$ cat config.mk
export PLATFORM = sky130hd
export DESIGN_NAME = alu_control_seq
export DESIGN_NICKNAME = d
export VERILOG_FILES = /design/src/rtl/alu_control_seq.sv
export SDC_FILE = /design/constraint.sdc
export NUM_CORES = 1
export LEC_CHECK = 0
export ABC_CLOCK_PERIOD_IN_PS = 1850
export BUFFER_PORTS_ARGS = -buffer_cell sky130_fd_sc_hd__buf_4
export CAP_MARGIN = 20
export CORE_MARGIN = 2
export CORE_UTILIZATION = 30
export CTS_BUF_LIST = sky130_fd_sc_hd__clkbuf_16
export DETAILED_ROUTE_END_ITERATION = 8
export MAX_ROUTING_LAYER = met4
export PLACE_DENSITY = 0.54
export SYNTH_ARGS = -nofsm -noshare
export SYNTH_HDL_FRONTEND = slang
export SYNTH_SLANG_ARGS = --single-unit
$ cat constraint.sdc
create_clock -name clk -period 1.85 [get_ports clk]
set_clock_uncertainty 0.1 [all_clocks]
set_input_delay 0.0925 -clock clk [delete_from_list [all_inputs] [get_ports clk]]
set_output_delay 0.0925 -clock clk [all_outputs]
set_load 0.02 [all_outputs]
$ cat src/rtl/alu_control_seq.sv
// alu_control_seq: registered, handshaked ALU control unit.
// Decodes ALUOp/funct into an ALU operation code, and holds MUL/DIV codes
// for a fixed latency while asserting busy so the datapath can stall.
module alu_control_seq #(
    parameter int CTRL_W  = 4,
    parameter int MUL_LAT = 4,
    parameter int DIV_LAT = 16,
    parameter int CNT_W   = 5
) (
    input  logic              clk,
    input  logic              rst_n,
    input  logic              in_valid,
    output logic              in_ready,
    input  logic [1:0]        alu_op,
    input  logic [5:0]        funct,
    output logic              out_valid,
    input  logic              out_ready,
    output logic [CTRL_W-1:0] alu_ctrl,
    output logic              illegal,
    output logic              busy
);

    localparam logic [1:0] S_IDLE = 2'd0;
    localparam logic [1:0] S_BUSY = 2'd1;
    localparam logic [1:0] S_OUT  = 2'd2;

    // The counter is loaded with LAT-1 so busy stays high for exactly LAT cycles.
    localparam logic [CNT_W-1:0] MUL_LOAD = CNT_W'(MUL_LAT - 1);
    localparam logic [CNT_W-1:0] DIV_LOAD = CNT_W'(DIV_LAT - 1);

    logic [1:0]        r_state;
    logic [CNT_W-1:0]  r_cnt;
    logic [CTRL_W-1:0] r_ctrl;
    logic              r_illegal;

    logic [3:0]        w_code;
    logic              w_illegal;
    logic              w_multi;
    logic [CNT_W-1:0]  w_lat_m1;
    logic              w_accept;

    // Decode the incoming request; unknown R-type functs fall back to ADD and flag illegal.
    always_comb begin
        w_code    = 4'b0010;
        w_illegal = 1'b0;
        w_multi   = 1'b0;
        w_lat_m1  = '0;
        case (alu_op)
            2'b00: w_code = 4'b0010;
            2'b01: w_code = 4'b0110;
            2'b11: w_code = 4'b0001;
            default: begin
                case (funct)
                    6'b100000: w_code = 4'b0010;
                    6'b100010: w_code = 4'b0110;
                    6'b100100: w_code = 4'b0000;
                    6'b100101: w_code = 4'b0001;
                    6'b100111: w_code = 4'b1100;
                    6'b101010: w_code = 4'b0111;
                    6'b000000: w_code = 4'b1000;
                    6'b000010: w_code = 4'b1001;
                    6'b011000: begin
                        w_code   = 4'b1010;
                        w_multi  = 1'b1;
                        w_lat_m1 = MUL_LOAD;
                    end
                    6'b011010: begin
                        w_code   = 4'b1011;
                        w_multi  = 1'b1;
                        w_lat_m1 = DIV_LOAD;
                    end
                    default: begin
                        w_code    = 4'b0010;
                        w_illegal = 1'b1;
                    end
                endcase
            end
        endcase
    end

    // Ready when idle, or when the held result is being consumed this cycle (back-to-back).
    assign in_ready  = rst_n & ((r_state == S_IDLE) | ((r_state == S_OUT) & out_ready));
    assign w_accept  = in_valid & in_ready;
    assign out_valid = (r_state == S_OUT);
    assign busy      = (r_state == S_BUSY);
    assign alu_ctrl  = r_ctrl;
    assign illegal   = r_illegal;

    // Handshake state machine: capture on accept, count down multi-cycle ops, hold output until taken.
    always_ff @(posedge clk or negedge rst_n) begin
        if (!rst_n) begin
            r_state   <= S_IDLE;
            r_cnt     <= '0;
            r_ctrl    <= '0;
            r_illegal <= 1'b0;
        end else if (w_accept) begin
            r_ctrl    <= CTRL_W'(w_code);
            r_illegal <= w_illegal;
            if (w_multi) begin
                r_state <= S_BUSY;
                r_cnt   <= w_lat_m1;
            end else begin
                r_state <= S_OUT;
            end
        end else begin
            case (r_state)
                S_BUSY: begin
                    if (r_cnt == '0) begin
                        r_state <= S_OUT;
                    end else begin
                        r_cnt <= r_cnt - CNT_W'(1);
                    end
                end
                S_OUT: begin
                    if (out_ready) begin
                        r_state <= S_IDLE;
                    end
                end
                default: r_state <= S_IDLE;
            endcase
        end
    end

endmodule

# [Yosys cells after proc, flatten, opt, wreduce, memory -nomap -nowiden]
# Cells that the tools add are included.
[op_classes] n_eq_ne=17 addsub=1 bitwise_logic=4 mux=17 reduce_logical=10
[op_table] operator="$eq A6 B6 Y1 const B" n=6
[op_table] operator="$pmux W4 S9" n=1
[op_table] operator="$mux W5" n=4
[op_table] operator="$eq A6 B5 Y1 const B" n=2
[op_table] operator="$pmux W4 S3" n=1
[op_table] operator="$reduce_or A10 Y1" n=1
[op_table] operator="$mux W2" n=4
[op_table] operator="$pmux W4 S2" n=1
[op_table] operator="$eq A6 B2 Y1 const B" n=1
[op_table] operator="$logic_not A6 Y1" n=1
[op_table] operator="$ne A3 B1 Y1 const B" n=2
[op_table] operator="$logic_not A5 Y1" n=1
[op_table] operator="$sub A5 B1 Y5 const B" n=1
[op_table] operator="$eq A2 B1 Y1 const B" n=2
[op_table] operator="$eq A2 B2 Y1 const B" n=2
[op_table] operator="$logic_not A2 Y1" n=2
[op_table] operator="$mux W1" n=4
[op_table] operator="$mux W4" n=1
[op_table] operator="$ne A2 B2 Y1 const B" n=2
[op_table] operator="$pmux W2 S2" n=1
[op_table] operator="$and A1 B1 Y1" n=3
[op_table] operator="$reduce_and A3 Y1" n=1
[op_table] operator="$reduce_or A3 Y1" n=1
[op_table] operator="$reduce_and A2 Y1" n=1
[op_table] operator="3 further kinds" n=3
[word_totals] wordCells=53 ff_bits=12 inputBits=12

# [Logic depth before layout (Yosys ltp)]
[depth] word_depth=7 depth_mapped=6 ltp_nobuf=6

# [Worst setup path before layout]
# OpenSTA, ideal clock, no wires.
[synth_path] path_type="register -> register" start="reg r_cnt[0]" end="reg r_cnt[3]" arrival_ns=1.324 t_required_ns=1.624 setup_time_ns=0.126 slack_ns=0.300 path_stages_with_launch=7 path_cell_list="dfrtp_1 > inv_1 > ha_1 > inv_1 > o41ai_4 > o22a_1 > nand3_1"
[synth_via] elab_chain_len=4 elab_cells_between_ends=7 classes_between="add/sub (1); eq/ne (1); mux (3); reduce/logical (2)"
[synth_rtl] element="start, declared" line_no="32" source="logic [CNT_W-1:0] r_cnt;"
[synth_rtl] element="start signal, assigned" line_no="101" source="r_cnt <= w_lat_m1;"
[synth_rtl] element="start signal, assigned" line_no="111" source="r_cnt <= r_cnt - CNT_W'(1);"
[synth_rtl] element="$sub A5 B1 Y5" line_no="111"
[synth_rtl] element="$mux W5" line_no="108" source="if (r_cnt == '0) begin"
[synth_rtl] element="$mux W5" line_no="106" source="case (r_state)"
[synth_rtl] element="$mux W5" line_no="96" source="end else if (w_accept) begin"
# Several ways; a longest one is shown, not always the timed one. The select of a mux whose other input is x is not followed.
# A chain may end at the register's enable or synchronous reset.

# [Worst setup path in the final report]
[layout_path] start="in rst_n" end="reg r_cnt[3]"
[layout_via] elab_chain_len=4 elab_cells_between_ends=7 classes_between="eq/ne (2); mux (1); bitwise (2); reduce/logical (2)"
[layout_rtl] element="start, declared" line_no="11" source="input logic rst_n,"
[layout_rtl] element="$and A1 B1 Y1 (*)" line_no="82" source="assign in_ready = rst_n & ((r_state == S_IDLE) | ((r_state == S_OUT) & out_ready));"
[layout_rtl] element="$and A1 B1 Y1 (*)" line_no="83" source="assign w_accept = in_valid & in_ready;"
[layout_rtl] element="$ne A2 B2 Y1 (no source line) / $reduce_bool A2 Y1 (equally long branches)"
[layout_rtl] element="$reduce_and A3 Y1 (no source line)"
# Mark *: on every way between the ends. The rest lies on a longest branch, timed or not.

==> results.yml <==
worst_setup_path:
  setup.worst_path.end_class: "flip-flop"
  crit_fanout: 11
  cp.required_ns: 1.92
  critical_path_class: "primary input to flip-flop"
  cp-start-kind: "primary input"
  arrival_ns: 1.77
pwr:
  swShare_pct: 27.8
  power.net_switching_w: 0.000262
  p_int_w: 0.000681
  p_seq_share_pct: 34.4
  irDropWorstVdd_uv: 439
  p_comb_share_pct: 24.1
  p_leak_nw: 0.469
  p_clk_share_pct: 41.5
  powerDensity_mw_per_mm2: 888
drt:
  ant_nets: 0
  vias: 747
  drt-vias-per-instance: 5.30
  wl_met2_um: 844
  wl_met3_um: 71
  routed_wl_um: 1830
  wl_met1_um: 890
  avgRoutedWirePerCell_um: 13.0
  first_pass_iters: 4
  drcViolationCount: 0
  highest_layer: "met4"
  drt_iter0_drc: 8
finish:
  nets: 125
  seq_area_sq_um: 300
  num-fill-cells: 235
  multiInputGateArea_sq_um: 448
  finish.utilization_pct: 42.8
  area_growth_pct: 34.8
  antenna_cells: 0
  drive_gt1_share_pct: 24.3
placed_design:
  dp_hpwl_um: 1380
  gp_congestion: 0.767
  dp_slack_ns: 0.188
  numPortBuffers: 19
sta:
  worst_pin_slew_ns: 0.437
  timing.slew.headroom_pct: 70.8
  clock.fmax_mhz: 587
  rsz0062_at_grt: "false"
  layout_setup_ws_ns: 0.147
  drv_slew: 0
  hold_viol: 0
  finalCritPeriodShare_pct: 92.0
  setup_violations: 0
  tns_ns: 0
  period_needed_ns: 1.70
die:
  num_rows: 18
  start_util_pct: 31.8
  die_area_sq_mm: 0.00305
  die_w_um: 55.2
  ios: 20
  dieHeight_um: 55.2
  core_area_sq_mm: 0.00248
clock_tree:
  root_buffer: "clkbuf_16"
  cts_resized: 0
  numCtsBuffers: 3
  clock_sinks: 12
  clk_latency_ns: 0.24
  path_clk_slew_ns: 0.04
  cts_tree: "done"
  clk_path_buf_depth: 2
  htreeDepth: 1
synthesis:
  yosysSeqAreaShare_pct: 38.2
  yosysWarnings: 0
  synth-edff-count: 0
  yosys_register_bits: 12
  yosys.area.top_type: "dfrtp_1"
  ys.flop_type: "dfrtp_1"
  yosys-top-cells-count: "dfrtp_1 (12), nand2_1 (8), inv_1 (7)"
  synth_top_area_share_pct: 38.2
  syn_avg_cell_area_sq_um: 8.94
  synth.net_count: 101
  ys_top_cells_by_area: "dfrtp_1 (38%), nand2_1 (3.8%), o41ai_4 (3.5%)"
  async_flop_share_pct: 100
  synth_cells: 88
  syn_area_sq_um: 787
  synth.most_common_cell: "dfrtp_1"
  yosysUniqueCellTypes: 38
global_routing:
  grt_pass1_wl_um: 3220
  track_usage_pct: 13.3
  antenna_found_initial: 0
  grt_start_max_net_pins: 13
  grt_overflow: 0
  grt_pass1_vias: 704
min_path:
  worstHoldPathType: "primary input to flip-flop"
flow_run:
  drv_cap: 0
run_status:
  status: "finished, final reports clean"
-- logic make-up after synthesis --
group	after synthesis	share of synthesized area, %
and+or+nand+nor	39	28.0
AOI/OAI and AO/OA	24	25.1
DFF	12	38.2
buffers and inverters	10	4.93
xor gates and xnor gates	2	2.23
adders and majority gates	1	1.59
-- power by group through the flow --
stage | sequential, W | clock, W | combinational (W)
2_1_floorplan | 0.000341 | 0 | 0.000125
3_3_place_gp | 0.000326 | 0 | 0.000222
3_5_place_dp | 0.000328 | 0 | 0.000225
4_1_cts | 0.000324 | 0.000401 | 0.000230
5_1_grt | 0.000329 | 0.000419 | 0.000253
6_report | 0.000324 | 0.000391 | 0.000228
-- area by class of cell --
cell class	instances	area share, %
tap	30	3.54
clock inverter	1	0.354
timing repair buffer	22	16.0
sequential	12	28.3
multi-input combinational	66	42.2
clock buffer	3	7.08
inverter	7	2.48
-- timing repair --
item                                   in CTS  in global routing
buffers inserted                            0                  0
hold buffers                                2                  0
setup endpoints to repair                   0                  0
endpoints found under the hold margin      13                  0
-- per-stage QoR --
| stage | cell area, sq um | total power [W] | hold WS [ns] | cells |
|---|---|---|---|---|
| after floorplan | 787 | 0.000465 | -0.303 | 88 |
| after global placement | 962 | 0.000548 | -0.0651 | 135 |
| after detailed placement | 962 | 0.000553 | -0.0657 | 135 |
| after CTS | 1060 | 0.000954 | 0.0554 | 141 |
| after global routing | 1060 | 0.00100 | 0.0870 | 141 |
| final | 1060 | 0.000942 | 0.0533 | 141 |
-- critical path, cell delays in order --
cell and delay, ns:
dlygate4sd3_1 0.52, buf_4 0.10, nor2b_1 0.24, and3_1 0.45, nand4_1 0.22, nand3_1 0.13
-- metal layers --
metal  global-route usage (%)  vias up
li1                         -      374
met1                     17.6      348
met2                     20.2       23
met3                     1.64        2
met4                     6.27        0
met5                        -        -
-- layout by cell type (no fill, tap or decap), types with 2 or more instances in the layout --
cell type / Yosys / layout
buf_4: 0 / 20
a31oi_1: 4 / 4
nand2b_1: 4 / 4
nor2_1: 4 / 4
inv_1: 7 / 7
nor3_1: 2 / 2
dfrtp_1: 12 / 12
nand4_1: 3 / 3
o22a_1: 2 / 2
nor2b_1: 4 / 4
o21ai_1: 2 / 2
clkbuf_16: 0 / 3
nand2_1: 8 / 8
o31ai_1: 3 / 3
dlygate4sd3_1: 0 / 2
and3_1: 2 / 2
nand3_1: 4 / 4
o21ai_0: 3 / 3
-- state kept, by name, summed over array words and instances (netlist names) --
| name | cells |
|---|---|
| r_state | 2 |
| illegal | 1 |
| r_cnt | 5 |
| alu_ctrl | 4 |
-- worst paths after layout --
path                            cells after the start          end  slack [ns]   startpoint
worst max-delay path                                6     r_cnt[3]        0.15        rst_n
worst min-delay path                                3  alu_ctrl[0]        0.05    alu_op[0]
worst max register to register                      6     r_cnt[2]        0.19     r_cnt[0]
worst min register to register                      2  alu_ctrl[0]        0.40  alu_ctrl[0]
max in group asynchronous                           3   r_state[0]        1.27        rst_n
min in group asynchronous                           3     r_cnt[3]        0.23        rst_n
No activity file was read; power rests on OpenSTA's default activity.
